<file path="src/rtl/fsm_control_param_if.sv">
// rtl/fsm_control_param_if.sv - control/status bundle between router datapath and FIFO supervisor
// master drives requests and FIFO flags; slave (the supervisor) returns thresholds and status.
interface fsm_control_param_if #(
   parameter int NUM_FIFO = 5,
   parameter int UMB_W    = 4
);
   localparam int IDW = (NUM_FIFO > 1) ? $clog2(NUM_FIFO) : 1;

   logic                      init;
   logic [NUM_FIFO*UMB_W-1:0] umbrales_in;
   logic [NUM_FIFO-1:0]       FIFO_error;
   logic [NUM_FIFO-1:0]       FIFO_empty;
   logic [NUM_FIFO*UMB_W-1:0] umbrales_I;
   logic                      active_out;
   logic                      idle_out;
   logic                      error_out;
   logic [NUM_FIFO-1:0]       error_vec;
   logic [IDW-1:0]            error_id;
   logic [2:0]                state_out;

   modport master (
      output init, umbrales_in, FIFO_error, FIFO_empty,
      input  umbrales_I, active_out, idle_out, error_out, error_vec, error_id, state_out
   );

   modport slave (
      input  init, umbrales_in, FIFO_error, FIFO_empty,
      output umbrales_I, active_out, idle_out, error_out, error_vec, error_id, state_out
   );
endinterface

</file>
<file path="src/rtl/fsm_control_param.sv">
// rtl/fsm_control_param.sv - parametrised FIFO supervisor FSM with threshold capture and sticky errors
// States RESET/INIT/IDLE/ACTIVE/ERROR; all status outputs are decoded from registers only.
module fsm_control_param #(
   parameter int NUM_FIFO  = 5,
   parameter int UMB_W     = 4,
   parameter int IDLE_WAIT = 1
) (
   input logic                 clk,
   input logic                 reset,
   fsm_control_param_if.slave  bus
);
   localparam int IDW = (NUM_FIFO > 1) ? $clog2(NUM_FIFO) : 1;
   localparam int CW  = (IDLE_WAIT > 1) ? $clog2(IDLE_WAIT + 1) : 1;
   localparam logic [CW-1:0] CNT_LAST = CW'(IDLE_WAIT - 1);

   typedef enum logic [2:0] {
      S_RESET  = 3'd0,
      S_INIT   = 3'd1,
      S_IDLE   = 3'd2,
      S_ACTIVE = 3'd3,
      S_ERROR  = 3'd4
   } state_t;

   state_t              state;
   state_t              state_nxt;
   logic [CW-1:0]       cnt;
   logic [CW-1:0]       cnt_nxt;
   logic [IDW-1:0]      low_id;
   logic [NUM_FIFO-1:0] vec;
   logic [IDW-1:0]      id;
   logic                err_any;
   logic                all_empty;

   assign err_any   = |bus.FIFO_error;
   assign all_empty = &bus.FIFO_empty;

   // Descending scan so the lowest set index is the last one written.
   always_comb begin
      low_id = '0;
      for (int i = NUM_FIFO - 1; i >= 0; i--) begin
         if (bus.FIFO_error[i]) low_id = IDW'(i);
      end
   end

   always_comb begin
      state_nxt = state;
      cnt_nxt   = '0;
      case (state)
         S_RESET: state_nxt = S_INIT;
         S_INIT: begin
            if (err_any)        state_nxt = S_ERROR;
            else if (!bus.init) state_nxt = S_IDLE;
         end
         S_IDLE: begin
            if (err_any)         state_nxt = S_ERROR;
            else if (bus.init)   state_nxt = S_INIT;
            else if (!all_empty) state_nxt = S_ACTIVE;
         end
         S_ACTIVE: begin
            if (err_any)       state_nxt = S_ERROR;
            else if (bus.init) state_nxt = S_INIT;
            else if (all_empty) begin
               if (cnt == CNT_LAST) state_nxt = S_IDLE;
               else                 cnt_nxt   = cnt + 1'b1;
            end
         end
         S_ERROR: begin
            if (bus.init) state_nxt = S_INIT;
         end
         default: state_nxt = S_RESET;
      endcase
   end

   always_ff @(posedge clk or posedge reset) begin
      if (reset) begin
         state          <= S_RESET;
         cnt            <= '0;
         vec            <= '0;
         id             <= '0;
         bus.umbrales_I <= '0;
      end else begin
         state <= state_nxt;
         cnt   <= cnt_nxt;
         if (state == S_INIT) bus.umbrales_I <= bus.umbrales_in;
         // Recovery through init wins over a still-asserted error while in ERROR.
         if (state == S_ERROR) begin
            if (bus.init) begin
               vec <= '0;
               id  <= '0;
            end else begin
               vec <= vec | bus.FIFO_error;
            end
         end else if (state_nxt == S_ERROR) begin
            vec <= bus.FIFO_error;
            id  <= low_id;
         end
      end
   end

   assign bus.state_out  = state;
   assign bus.active_out = (state == S_ACTIVE);
   assign bus.idle_out   = (state == S_IDLE);
   assign bus.error_out  = (state == S_ERROR);
   assign bus.error_vec  = vec;
   assign bus.error_id   = id;
endmodule

</file>
<file path="src/flat_wrapper.sv">
// flat-port wrapper written by rule: the top's interface ports become plain ports
module fsm_control_param_flat 
#(
   parameter int NUM_FIFO  = 5,
   parameter int UMB_W     = 4,
   parameter int IDLE_WAIT = 1
)
  (clk, reset, bus_init, bus_umbrales_in, bus_FIFO_error, bus_FIFO_empty, bus_umbrales_I, bus_active_out, bus_idle_out, bus_error_out, bus_error_vec, bus_error_id, bus_state_out);
  fsm_control_param_if #(.NUM_FIFO(NUM_FIFO), .UMB_W(UMB_W)) bus_i ();
  input logic clk;
  input logic reset;
  input wire logic [$bits(bus_i.init)-1:0] bus_init;
  input wire logic [$bits(bus_i.umbrales_in)-1:0] bus_umbrales_in;
  input wire logic [$bits(bus_i.FIFO_error)-1:0] bus_FIFO_error;
  input wire logic [$bits(bus_i.FIFO_empty)-1:0] bus_FIFO_empty;
  output wire logic [$bits(bus_i.umbrales_I)-1:0] bus_umbrales_I;
  output wire logic [$bits(bus_i.active_out)-1:0] bus_active_out;
  output wire logic [$bits(bus_i.idle_out)-1:0] bus_idle_out;
  output wire logic [$bits(bus_i.error_out)-1:0] bus_error_out;
  output wire logic [$bits(bus_i.error_vec)-1:0] bus_error_vec;
  output wire logic [$bits(bus_i.error_id)-1:0] bus_error_id;
  output wire logic [$bits(bus_i.state_out)-1:0] bus_state_out;
  assign bus_i.init = bus_init;
  assign bus_i.umbrales_in = bus_umbrales_in;
  assign bus_i.FIFO_error = bus_FIFO_error;
  assign bus_i.FIFO_empty = bus_FIFO_empty;
  assign bus_umbrales_I = bus_i.umbrales_I;
  assign bus_active_out = bus_i.active_out;
  assign bus_idle_out = bus_i.idle_out;
  assign bus_error_out = bus_i.error_out;
  assign bus_error_vec = bus_i.error_vec;
  assign bus_error_id = bus_i.error_id;
  assign bus_state_out = bus_i.state_out;
  fsm_control_param #(.NUM_FIFO(NUM_FIFO), .UMB_W(UMB_W), .IDLE_WAIT(IDLE_WAIT)) u_core (.clk(clk), .reset(reset), .bus(bus_i));
endmodule
</file>
<file path="config.mk">
export PLATFORM = sky130hd
export DESIGN_NAME = fsm_control_param_flat
export DESIGN_NICKNAME = d
export VERILOG_FILES = /design/src/rtl/fsm_control_param_if.sv /design/src/rtl/fsm_control_param.sv /design/src/flat_wrapper.sv
export SDC_FILE = /design/constraint.sdc
export NUM_CORES = 1
export LEC_CHECK = 0
export CORE_UTILIZATION = 35
export DETAILED_ROUTE_END_ITERATION = 8
export MAX_ROUTING_LAYER = met4
export PLACE_DENSITY = 0.7
export SLEW_MARGIN = 10
export SYNTH_ARGS = -nofsm -noshare
export SYNTH_HDL_FRONTEND = slang
export SYNTH_SLANG_ARGS = --single-unit
</file>
<file path="constraint.sdc">
create_clock -name clk -period 1.89 [get_ports clk]
set_input_delay 0.189 -clock clk [delete_from_list [all_inputs] [get_ports clk]]
set_output_delay 0.189 -clock clk [all_outputs]
set_load 0.1 [all_outputs]
</file>
==> impl_metrics.ini, run 1 <==
[status]
status = finished, final reports clean

[clock_tree]
holdBufCountCts = 0
clkSlewWorstSetupHoldPaths_ps = 70
cts-resized-gates = 0
cts_buffer_depth = 2
cts.htree.levels = 2
post-cts-setup-buffers = 0
cts_buffers = 5
root_buffer = clkbuf_8
cts_tree = built
clkSinkCount = 31
clk_latency_ps = 280

[sta]
tightest_slew_ps = 396
fmax_mhz = 571
fin_setup_tns_ps = 0
hold_ws_ps = 293
rsz0062_at_grt = no
fin_crit_sh_pct = 92.6
setup_violations = 0
clock_skew_ps = 6.73
drv_slew = 0
min_period_ps = 1750
slew_headroom_pct = 73.5
hold_viol = 0

[floorplanning]
ios = 67
rows = 23
dieArea_sq_mm = 0.00440
die_h_microns = 66.3
start_util_pct = 36.5
coreArea_sq_mm = 0.00397
die_x_microns = 66.3

[min_path]
hold_class = input port to async pin

[synthesis]
synth_top_family_by_area = simple AND/OR/NAND/NOR gates
synth.avg_cell_area_sq_um = 12.6
synth-compound-area-share_pct = 12.3
yosys.area_share.simple_pct = 15.7
synth_area_leaders = dfrtp_1 54%, mux2_2 16%, nor3_2 5.5%, a21oi_1 2.4%, o21ai_0 2.1%
yosys_warnings = 0
ys_seq_area_share_pct = 53.6
synth_top_area_cell = dfrtp_1
async_flop_share_pct = 100
synth_cell_types = 32
synth_top_area_share_pct = 53.6
synth_nets = 148
synth_common_cells = 31 x dfrtp_1, 20 x mux2_2, 8 x nor3_2
synth-xor-area-share_pct = 0
synth-edff-count = 0
synthAdderAreaFrac_pct = 0
synthMuxAreaShare_pct = 15.6
yosys_register_bits = 31
netlist_area_sq_mm = 0.00145
synth_most_common_cell = dfrtp_1
postSynthCellCount = 115
synthFlopType = dfrtp_1

[global_route]
grt.total_usage_pct = 17.7
grt_pass1_wl_mm = 5.53
grt_pass1_vias = 1230
grt_overflow = 0
grt_max_degree = 32
antenna_found_initial = 0

[finish]
diodes = 0
nets = 223
fillers = 316
drive_above_1_share_pct = 48.7
synthToLayoutAreaGrowth_pct = 60.0

[critical_path]
cp.arrival_ps = 1560
crit_path_top_delay_cell = dfrtp_2
start_kind = register
critical_path_peak_fanout = 10
worstSetupPathType = register to output pin
cp.required_ps = 1700
cp-end-kind = output pin
crit_chain = nor2_1, nand2_1, clkinvlp_4, buf_12
reg2regPathDepth = 4
cpPeakStageDelay_ps = 470

[placed_design]
gp_congestion = 0.866
numPortBuffers = 66
dp_hpwl_mm = 2.67

[drt]
drt_iter0_drc = 32
first_pass_iters = 4
vias = 1177
vias_per_cell = 4.88
antenna_left = 0
drt-total-wl_mm = 3.47
drt-wirelength-per-cell_microns = 14.4
drc = 0

[flow_run]
cap_violations = 0
worst max-delay path: cells and delay by family, from the launching register on:
kind                   cells  cell delay [ps]
AND/OR/NAND/NOR            2              530
flip-flops                 1              470
buffers and inverters      2              290
layout make-up:
class	instances	area [sq um]	area share, %
Clock buffer	6	72.6	3.13
Clock inverter	2	60.1	2.59
Inverter	3	15.0	0.648
Multi-Input combinational cell	76	648	28.0
Sequential cell	31	779	33.7
Tap cell	50	62.6	2.70
Timing Repair Buffer	73	678	29.3
cell usage in the layout, fill, tap and decap left out, drive strengths merged:
cell,synthesis,routed
buf,3,41
and2,4,4
dfrtp,31,31
or3b,1,1
nor3b,2,2
a211oi,2,2
clkbuf,2,6
nand2,5,5
clkinvlp,0,1
a221oi,2,2
mux2,20,20
o21a,2,2
nor2,6,6
o21ba,1,1
clkdlybuf4s50,0,32
or2,1,1
nor3,9,9
bufinv,0,2
and3b,1,1
or3,1,1
o22ai,1,1
or4,1,1
inv,3,2
a2bb2oi,1,1
a21oi,7,7
nor4b,1,1
o21ai,7,7
nand4b,1,1
sequential cells by signal (all words and copies together) (netlist names):
signal	flops
u_core.bus.error_id	3
u_core.bus.state_out	3
u_core.bus.error_vec	5
u_core.bus.umbrales_I	20
final timing paths:
path	startpoint	endpoint	slack, ps
worst min register to register	u_core.bus.umbrales_I[5]	u_core.bus.umbrales_I[5]	510
min in group clk	u_core.bus.umbrales_I[5]	u_core.bus.umbrales_I[5]	510
worst max register to register	u_core.bus.state_out[1]	u_core.bus.error_vec[3]	350
worst min-delay path	reset	u_core.bus.umbrales_I[15]	290
worst max-delay path	u_core.bus.state_out[1]	bus_error_out	140
max in group asynchronous	reset	u_core.bus.state_out[1]	1300
cells by family after synthesis:
group,Yosys count
simple gates,33
flops,31
compound gates,23
mux,20
buf+inv,8
through the flow:
stage / utilization [%] / std cells / instance area, sq um / setup slack (ps)
after floorplan: - / 115 / 1470 / -173
after global placement: 55.0 / 233 / 2180 / 96.2
after detailed placement: 55.0 / 233 / 2180 / 58.1
after CTS: 58.3 / 241 / 2320 / 128
after global routing: 58.3 / 241 / 2320 / 75.1
final: 58.3 / 241 / 2320 / 140
metal layers:
| layer | vias to the layer above | share of wire, % | GRT usage (%) |
|---|---|---|---|
| met1 | 569 | 40 | 19.7 |
| met5 | - | 0 | - |
| met2 | 37 | 52 | 29.6 |
| li1 | 565 | - | - |
| met4 | 0 | 1.7 | 7.18 |
| met3 | 6 | 5.8 | 5.17 |
Power of run 1 is not shown: default switching activity piles up to over one toggle a cycle in this logic, so the estimate is an artifact.
==> inputs of run 2 (changes only) <==
- CAP_MARGIN: unset -> 20
==> results of run 2 <==
No change in the layout: final DEF, timing and power equal those of run 1.
Power of run 2 is left out for the same reason.
==> inputs of run 3 (changes only) <==
- ABC_AREA: unset -> 1
==> run 3 against run 2 <==
Against the previous run:
- maximum frequency increased by 8.6%
- register-to-register slack better by 70 ps
- setup slack improved by 140 ps
- final area shrank 5.5%
- worst hold slack worse by 10 ps
- clock skew is 5.0 ps lower
- flip-flop and latch count unchanged
- critical path type unchanged
- critical endpoint unchanged
==> impl_metrics.ini, run 3 <==
[synthesis]
synth_top_area_share_pct = 54.5
synth_nets = 214
netlist_area_sq_mm = 0.00142
synth_cell_types = 17
synth_common_cells = 73 x nand2_1, 31 x dfrtp_1, 30 x nand3_1
yosys_warnings = 0
synth_top_area_cell = dfrtp_1
synth.avg_cell_area_sq_um = 7.87
async_flop_share_pct = 100
synth_most_common_cell = nand2_1
ys_seq_area_share_pct = 54.5
postSynthCellCount = 181
yosys_register_bits = 31
synthFlopType = dfrtp_1
synth_area_leaders = dfrtp_1 54%, nand2_1 19%, nand3_1 11%, o21ai_0 3.9%, nor2_1 2.6%
synth-edff-count = 0

[status]
status = finished, final reports clean

[global_route]
grt_max_degree = 32
grt_pass1_vias = 1332
grt.total_usage_pct = 19.0
met1_usage_pct = 24.0
grtUsageMet2_pct = 29.2
busiest_layer = met2
grt_overflow = 0
grt_use_met3_pct = 3.97
grt_pass1_wl_mm = 5.98
antenna_found_initial = 0

[critical_path]
cp-end-kind = output pin
cpPeakStageDelay_ps = 430
cp.required_ps = 1700
crit_chain = nor2_2, nand2_2, inv_2, buf_12
cp_top_family = flip-flops
path_buf_inv = 2
worstSetupPathType = register to output pin
crit_path_top_delay_cell = dfrtp_2
critical_path_peak_fanout = 19
start_kind = register
cp.arrival_ps = 1420

[placed_design]
numPortBuffers = 66
gp_congestion = 0.815
dp_hpwl_mm = 2.54

[finish]
final_common_cell = nand2_1
nets = 284
largest_reg_flops = 20
layout_common_cells = 73 x nand2_1, 36 x buf_4, 32 x clkdlybuf4s50_1
largest-register = u_core.bus.umbrales_I
synthToLayoutAreaGrowth_pct = 53.7
diodes = 0
fillers = 369
drive_above_1_share_pct = 21.8

[drt]
drc = 0
first_pass_iters = 4
drt-wirelength-per-cell_microns = 12.0
antenna_left = 0
vias = 1448
drt_iter0_drc = 103
drt-total-wl_mm = 3.59
vias_per_cell = 4.83

[clock_tree]
clk_latency_ps = 270
cts-resized-gates = 0
cts_tree = built
cts_buffer_depth = 2
clkSlewWorstSetupHoldPaths_ps = 60
cts.htree.levels = 2
post-cts-setup-buffers = 0
clkSinkCount = 31
holdBufCountCts = 0
root_buffer = clkbuf_8
cts_buffers = 5

[floorplanning]
start_util_pct = 37.8
ios = 67
die_x_microns = 65.8
rows = 22
die_h_microns = 65.8
coreArea_sq_mm = 0.00377
dieArea_sq_mm = 0.00433

[sta]
fin_crit_sh_pct = 85.3
tightest_slew_ps = 685
fmax_mhz = 620
fin_setup_tns_ps = 0
min_period_ps = 1610
rsz0062_at_grt = no
clock_skew_ps = 1.69
hold_viol = 0
drv_slew = 0
setup_violations = 0
slew_headroom_pct = 54.2

[min_path]
hold_class = input port to async pin

[flow_run]
cap_violations = 0
## run 3: changes by cell type after synthesis, sizes merged, moves of 2 or more
cell / before / now
a211oi: 2 / 0
a21oi: 7 / 1
a221oi: 2 / 0
and2: 4 / 0
buf: 3 / 6
inv: 3 / 9
mux2: 20 / 0
nand2: 5 / 75
nand3: 0 / 30
nor2: 6 / 11
nor3: 9 / 1
nor3b: 2 / 0
o21a: 2 / 0
o21ai: 7 / 14
## run 3: per-stage QoR
stage | setup slack [ps] | util, % | std cells | area [sq um] | hold slack [ps]
4_1_cts | 259 | 58.0 | 300 | 2190 | 297
2_1_floorplan | 57.6 | - | 181 | 1440 | 259
3_3_place_gp | 337 | 55.9 | 292 | 2110 | 455
5_1_grt | 152 | 58.0 | 300 | 2190 | 344
6_report | 278 | 58.0 | 300 | 2190 | 283
3_5_place_dp | 270 | 55.9 | 292 | 2110 | 459
## run 3: worst register-to-register path: stages, from the launching register on
cell and delay, ps:
dfrtp_2 410, inv_1 100, nor2_1 140, nand2_1 430, nand2_1 200, nand2_1 70
## run 3: path summary, 6_finish.rpt
check / cells after the start / to / slack, ps / startpoint
max: 4 / bus_error_out / 280 / u_core.bus.state_out[1]
min: 3 / u_core.bus.umbrales_I[14] / 280 / reset
max reg2reg: 5 / u_core.bus.umbrales_I[9] / 420 / u_core.bus.state_out[0]
min reg2reg: 2 / u_core.bus.umbrales_I[8] / 470 / u_core.bus.umbrales_I[8]
max in group asynchronous: 3 / u_core.bus.state_out[1] / 1300 / reset
min in group clk: 3 / u_core.bus.umbrales_I[12] / 460 / bus_umbrales_in[12]
## run 3: cell type report
cell class	instances	area [sq um]	area share, %
sequential	31	779	35.6
timing repair buffer	71	651	29.7
multi-input combinational	133	583	26.6
inverter	9	33.8	1.54
clock buffer	7	76.3	3.49
clock inverter	1	5.00	0.229
tap	48	60.1	2.74
## run 3: layer usage
layer | part of all wire, % | up-vias
met5 | 0 | -
met4 | 2.0 | 0
met3 | 6.0 | 7
met2 | 46 | 49
met1 | 46 | 671
li1 | - | 721
## run 3: cells by family (layout without fill, tap and decap cells)
kind of cell | after synthesis | after routing | share of synthesized area [%]
buf+inv | 17 | 88 | 5.62
flops | 31 | 31 | 54.5
compound gates | 16 | 16 | 5.80
simple gates | 117 | 117 | 34.1
Power of run 3 is left out for the same reason.
==> RTL change 1, RTL diff (config.mk and constraints of run 2) <==
Register the output `bus.error_out`; this adds one clock of latency there.
--- a/src/rtl/fsm_control_param.sv
+++ b/src/rtl/fsm_control_param.sv
@@ -100,7 +100,9 @@
    assign bus.state_out  = state;
    assign bus.active_out = (state == S_ACTIVE);
    assign bus.idle_out   = (state == S_IDLE);
-   assign bus.error_out  = (state == S_ERROR);
+   always_ff @(posedge clk) begin
+      bus.error_out <= (state == S_ERROR);
+   end
    assign bus.error_vec  = vec;
    assign bus.error_id   = id;
 endmodule
Formal check against the unedited RTL: not equivalent (Yosys sat finds a counterexample within 4 cycles, from zero or initial values and one cycle with reset high).
==> RTL change 1 against run 2 <==
Routed wire length fell by 3.2%; critical path depth fell by 1; cell area fell by 0.32%; critical path type is now register to register; worst setup slack improved by 0.20 ns; highest routed layer unchanged; sequential cell count rose by 1; synthesized area rose by 1.4%.
Power is left out: the tool's default activity adds up to more than one toggle a clock period on the data nets, which glitch-free logic cannot reach.
==> RTL change 1: results (changes against run 2) <==
grt:
  pin_count_of_the_biggest_net_entering_global_routing: 21  # was 32
  grt_pass1_wl_um: 5140  # was 5530 um
  gr-usage-all-layers_pct: 16.2  # was 17.7%
  grt_pass1_vias: 1140  # was 1230
final_layout:
  post_route_cells_drive_above_1_share_pct: 48.2  # was 48.7%
  regMostFlops: "u_core.bus.umbrales_I"  # unchanged
logic_synthesis:
  syn-mean-instance-area_um2: 12.7  # was 12.6 um^2
  ranking_of_synthesized_cells_by_area: "dfrtp_1, mux2_2, nor3_2"  # unchanged
  synthMuxAreaShare_pct: 15.3  # was 15.6%
  synth-async-reset-ratio_pct: 96.9  # was 100%
  synth-seq-area-share_pct: 54.2  # was 53.6%
  synth_compound_gate_area_share_pct: 12.1  # was 12.3%
worst_setup_path:
  worst_path_max_delay_cell: "dfrtp_4"  # was dfrtp_2
  rr_worst_depth: 3  # was 4
  critPathArrivalTime_ns: 1.71  # was 1.56 ns
  worst-path-max-fanout: 20  # was 10
  worstSetupStartpoint: "u_core.bus.state_out[2]"  # was u_core.bus.state_out[1]
  critical_path.max_stage_delay_ns: 0.55  # was 0.47 ns
place:
  place_congestion: 0.852  # was 0.866
  dp_hpwl_um: 2640  # was 2670 um
  place_ws_ns: 0.0720  # was 0.0581 ns
timing:
  relSlewSlack_pct: 70.1  # was 73.5%
  finClkSkew_ns: 0.00852  # was 0.00673 ns
drt:
  dr.first_iter.drc_count: 57  # was 32
  route.detailed.vias_per_inst: 4.97  # was 4.88
  detail_route.wl_per_cell_um: 13.9  # was 14.4 um
run_status:
  outcome: "finished clean"  # unchanged
-- RTL change 1: worst paths after layout --
check,slack [ns],endpoint
setup reg to reg,0.34,u_core.bus.umbrales_I[6]
hold reg to reg,0.51,u_core.bus.umbrales_I[13]
setup / recovery,0.34,u_core.bus.umbrales_I[6]
min in group clk,0.51,u_core.bus.umbrales_I[13]
max in group asynchronous,1.06,u_core.bus.umbrales_I[3]
hold / removal,0.21,u_core.bus.state_out[2]
-- RTL change 1: kinds of logic after synthesis --
family | Yosys count
DFF | 32
AOI/OAI and AO/OA | 23
buffers and inverters | 8
muxes | 20
and+or+nand+nor | 33
-- RTL change 1: metal layers --
| layer | vias to the layer above | track usage (%) | share of wire, % |
|---|---|---|---|
| li1 | 565 | - | - |
| met1 | 559 | 18.8 | 44 |
| met2 | 64 | 25.9 | 45 |
| met3 | 9 | 5.31 | 9.5 |
| met4 | 0 | 6.38 | 2.4 |
| met5 | - | - | 0 |
-- RTL change 1: final cells by class --
type                            instances  area [um^2]  share of cell area [%]
Tap cell                               50         62.6                    2.71
Timing Repair Buffer                   72          658                    28.5
Clock buffer                            7         96.3                    4.17
Sequential cell                        32          802                    34.7
Inverter                                3         11.3                   0.488
Multi-Input combinational cell         76          648                    28.1
Clock inverter                          1         30.0                    1.30
-- RTL change 1: metrics by stage --
step	util, %	TNS [ns]	hold WS, ns	cell area (um^2)
global placement	54.6	0	0.491	2180
CTS	57.7	0	0.221	2310
detailed placement	54.6	0	0.497	2180
floorplan	-	-0.109	0.256	1490
global route	57.7	0	0.273	2310
finish	57.7	0	0.212	2310
==> RTL change 2, RTL diff (flow settings as in run 2) <==
Without the edit above. `NUM_FIFO` is set to 5 in 3 places; all go to 6.
--- a/src/rtl/fsm_control_param_if.sv
+++ b/src/rtl/fsm_control_param_if.sv
@@ -1,7 +1,7 @@
 // rtl/fsm_control_param_if.sv - control/status bundle between router datapath and FIFO supervisor
 // master drives requests and FIFO flags; slave (the supervisor) returns thresholds and status.
 interface fsm_control_param_if #(
-   parameter int NUM_FIFO = 5,
+   parameter int NUM_FIFO = 6,
    parameter int UMB_W    = 4
 );
    localparam int IDW = (NUM_FIFO > 1) ? $clog2(NUM_FIFO) : 1;
--- a/src/rtl/fsm_control_param.sv
+++ b/src/rtl/fsm_control_param.sv
@@ -1,7 +1,7 @@
 // rtl/fsm_control_param.sv - parametrised FIFO supervisor FSM with threshold capture and sticky errors
 // States RESET/INIT/IDLE/ACTIVE/ERROR; all status outputs are decoded from registers only.
 module fsm_control_param #(
-   parameter int NUM_FIFO  = 5,
+   parameter int NUM_FIFO  = 6,
    parameter int UMB_W     = 4,
    parameter int IDLE_WAIT = 1
 ) (
--- a/src/flat_wrapper.sv
+++ b/src/flat_wrapper.sv
@@ -1,7 +1,7 @@
 // flat-port wrapper written by rule: the top's interface ports become plain ports
 module fsm_control_param_flat 
 #(
-   parameter int NUM_FIFO  = 5,
+   parameter int NUM_FIFO  = 6,
    parameter int UMB_W     = 4,
    parameter int IDLE_WAIT = 1
 )
Ports: changed (5 resized); port bits go from 67 to 78. No check against the original RTL was run, so the function may have changed too.
==> RTL change 2 against run 2 <==
The run now ends with DRC left; count of clock-buffer cells in the layout shrank 1; synthesized area grew 14%; non-clock buffer count grew 15; routed wire length grew 13%; via count grew 17%; synthesized cell count grew 15%; worst setup slack gained 0.070 ns; hold slack gained 0.029 ns; cell area grew 16%; sequential cell count grew 5; maximum frequency grew 4.2%; critical endpoint is now u_core.bus.error_vec[3]; highest routed layer unchanged.
Power is left out: the tool's default activity adds up to more than one toggle a clock period on the data nets, which glitch-free logic cannot reach.
==> RTL change 2: results (changes against run 2) <==
logic_synthesis:
  synth-async-reset-ratio_pct: 100  # unchanged
  dominantRegCellSynth: "dfrtp_1"  # unchanged
  ranking_of_synthesized_cells_by_area: "dfrtp_1, mux2_2, nor3_2"  # unchanged
  synth_fp_nets: 171  # was 148
  yosys.cell_types.count: 32  # unchanged
  synth-seq-area-share_pct: 54.5  # was 53.6%
  ranking_of_synthesized_cells_by_instance_count: "dfrtp_1, mux2_2, nor3_2"  # unchanged
  synth_xor_xnor_area_share_pct: 0  # unchanged
  synth_compound_gate_area_share_pct: 11.2  # was 12.3%
  synthMuxAreaShare_pct: 16.9  # was 15.6%
grt:
  grt_pass1_wl_um: 6710  # was 5530 um
  grt_pass1_vias: 1386  # was 1230
  pin_count_of_the_biggest_net_entering_global_routing: 37  # was 32
  gr-usage-all-layers_pct: 17.6  # was 17.7%
  antenna_found_initial: 0  # unchanged
clock_network:
  tritoncts.num_buffers: 5  # unchanged
  cts.reportedPaths.clkPinSlew_ns: 0.07  # about the same
  clock-root-buffer: "clkbuf_8"  # unchanged
  clk-insertion-delay-late_ns: 0.28  # about the same
  clk_path_buf_depth: 2  # unchanged
  post_cts_resize_count: 0  # unchanged
  post-cts-setup-buffer-count: 0  # unchanged
timing:
  finalSetupViolCount: 0  # unchanged
  finClkSkew_ns: 0.00287  # was 0.00673 ns
  relSlewSlack_pct: 70.2  # was 73.5%
  fin_worst_hold_slack_ns: 0.322  # was 0.293 ns
worst_setup_path:
  setup.reg_to_reg.worst_slack_ns: 0.36
  worst-path-max-fanout: 7  # was 10
  critical_path.max_stage_delay_ns: 0.58  # was 0.47 ns
  critPathArrivalTime_ns: 1.85  # was 1.56 ns
  worstSetupStartpoint: "bus_FIFO_error[0]"  # was u_core.bus.state_out[1]
  r2r-start: "u_core.bus.state_out[0]"  # was u_core.bus.state_out[1]
  timing.critical_path.to: "u_core.bus.error_vec[3]"  # was bus_error_out
  rr_worst_depth: 4  # unchanged
  critical-path-top-delay-family: "simple AND/OR/NAND/NOR gates"  # unchanged
  worst_path_max_delay_cell: "or4_4"  # was dfrtp_2
  critical_path.reg2reg.endpoint: "u_core.bus.error_vec[2]"  # was u_core.bus.error_vec[3]
place:
  dpl_cell_area_um2: 2540  # was 2180 um^2
  place_congestion: 0.858  # was 0.866
  dp_hpwl_um: 2930  # was 2670 um
  placement.io_buffers: 77  # was 66
drt:
  drcViolationCount: 18  # was 0
  route.detailed.vias_per_inst: 5.02  # was 4.88
  drt-pass1-iter-count: 6  # was 4
  dr.first_iter.drc_count: 64  # was 32
  routed_wirelength_um: 3900  # was 3470 um
final_layout:
  nNetsFinal: 260  # was 223
  post_route_cells_drive_above_1_share_pct: 48.6  # was 48.7%
  largest_register_ff_count: 24  # was 20
hold_path:
  min-delay-path-class: "primary input to async pin"  # unchanged
run_status:
  failed_checks: "DRC"
  outcome: "finished, violations left"  # was finished clean
==> RTL change 2: final cells by class <==
class / count / area, um^2
Fill cell: 361 / 1750
Clock buffer: 5 / 68.8
Timing Repair Buffer: 88 / 818
Inverter: 4 / 18.8
Tap cell: 52 / 65.1
Multi-Input combinational cell: 86 / 732
Clock inverter: 3 / 90.1
Sequential cell: 36 / 905
==> RTL change 2: kinds of logic after synthesis <==
group | Yosys count
DFF | 36
AOI/OAI and AO/OA | 26
muxes | 25
buffers and inverters | 10
and+or+nand+nor | 35
==> RTL change 2: through the flow <==
stage,setup WS [ns],cells
after detailed placement,-0.0999,266
final,0.210,274
after global placement,-0.0555,266
after floorplan,-0.139,132
after global routing,0.157,274
after CTS,0.216,274
==> RTL change 2: per-layer routing <==
metal	wire (um)	part of all wire (%)	global-route usage [%]	vias up
li1	-	-	-	655
met1	1690	43	22.1	659
met2	1880	48	27.9	58
met3	283	7.3	5.13	4
met4	43	1.1	4.67	0
met5	0	0	-	-
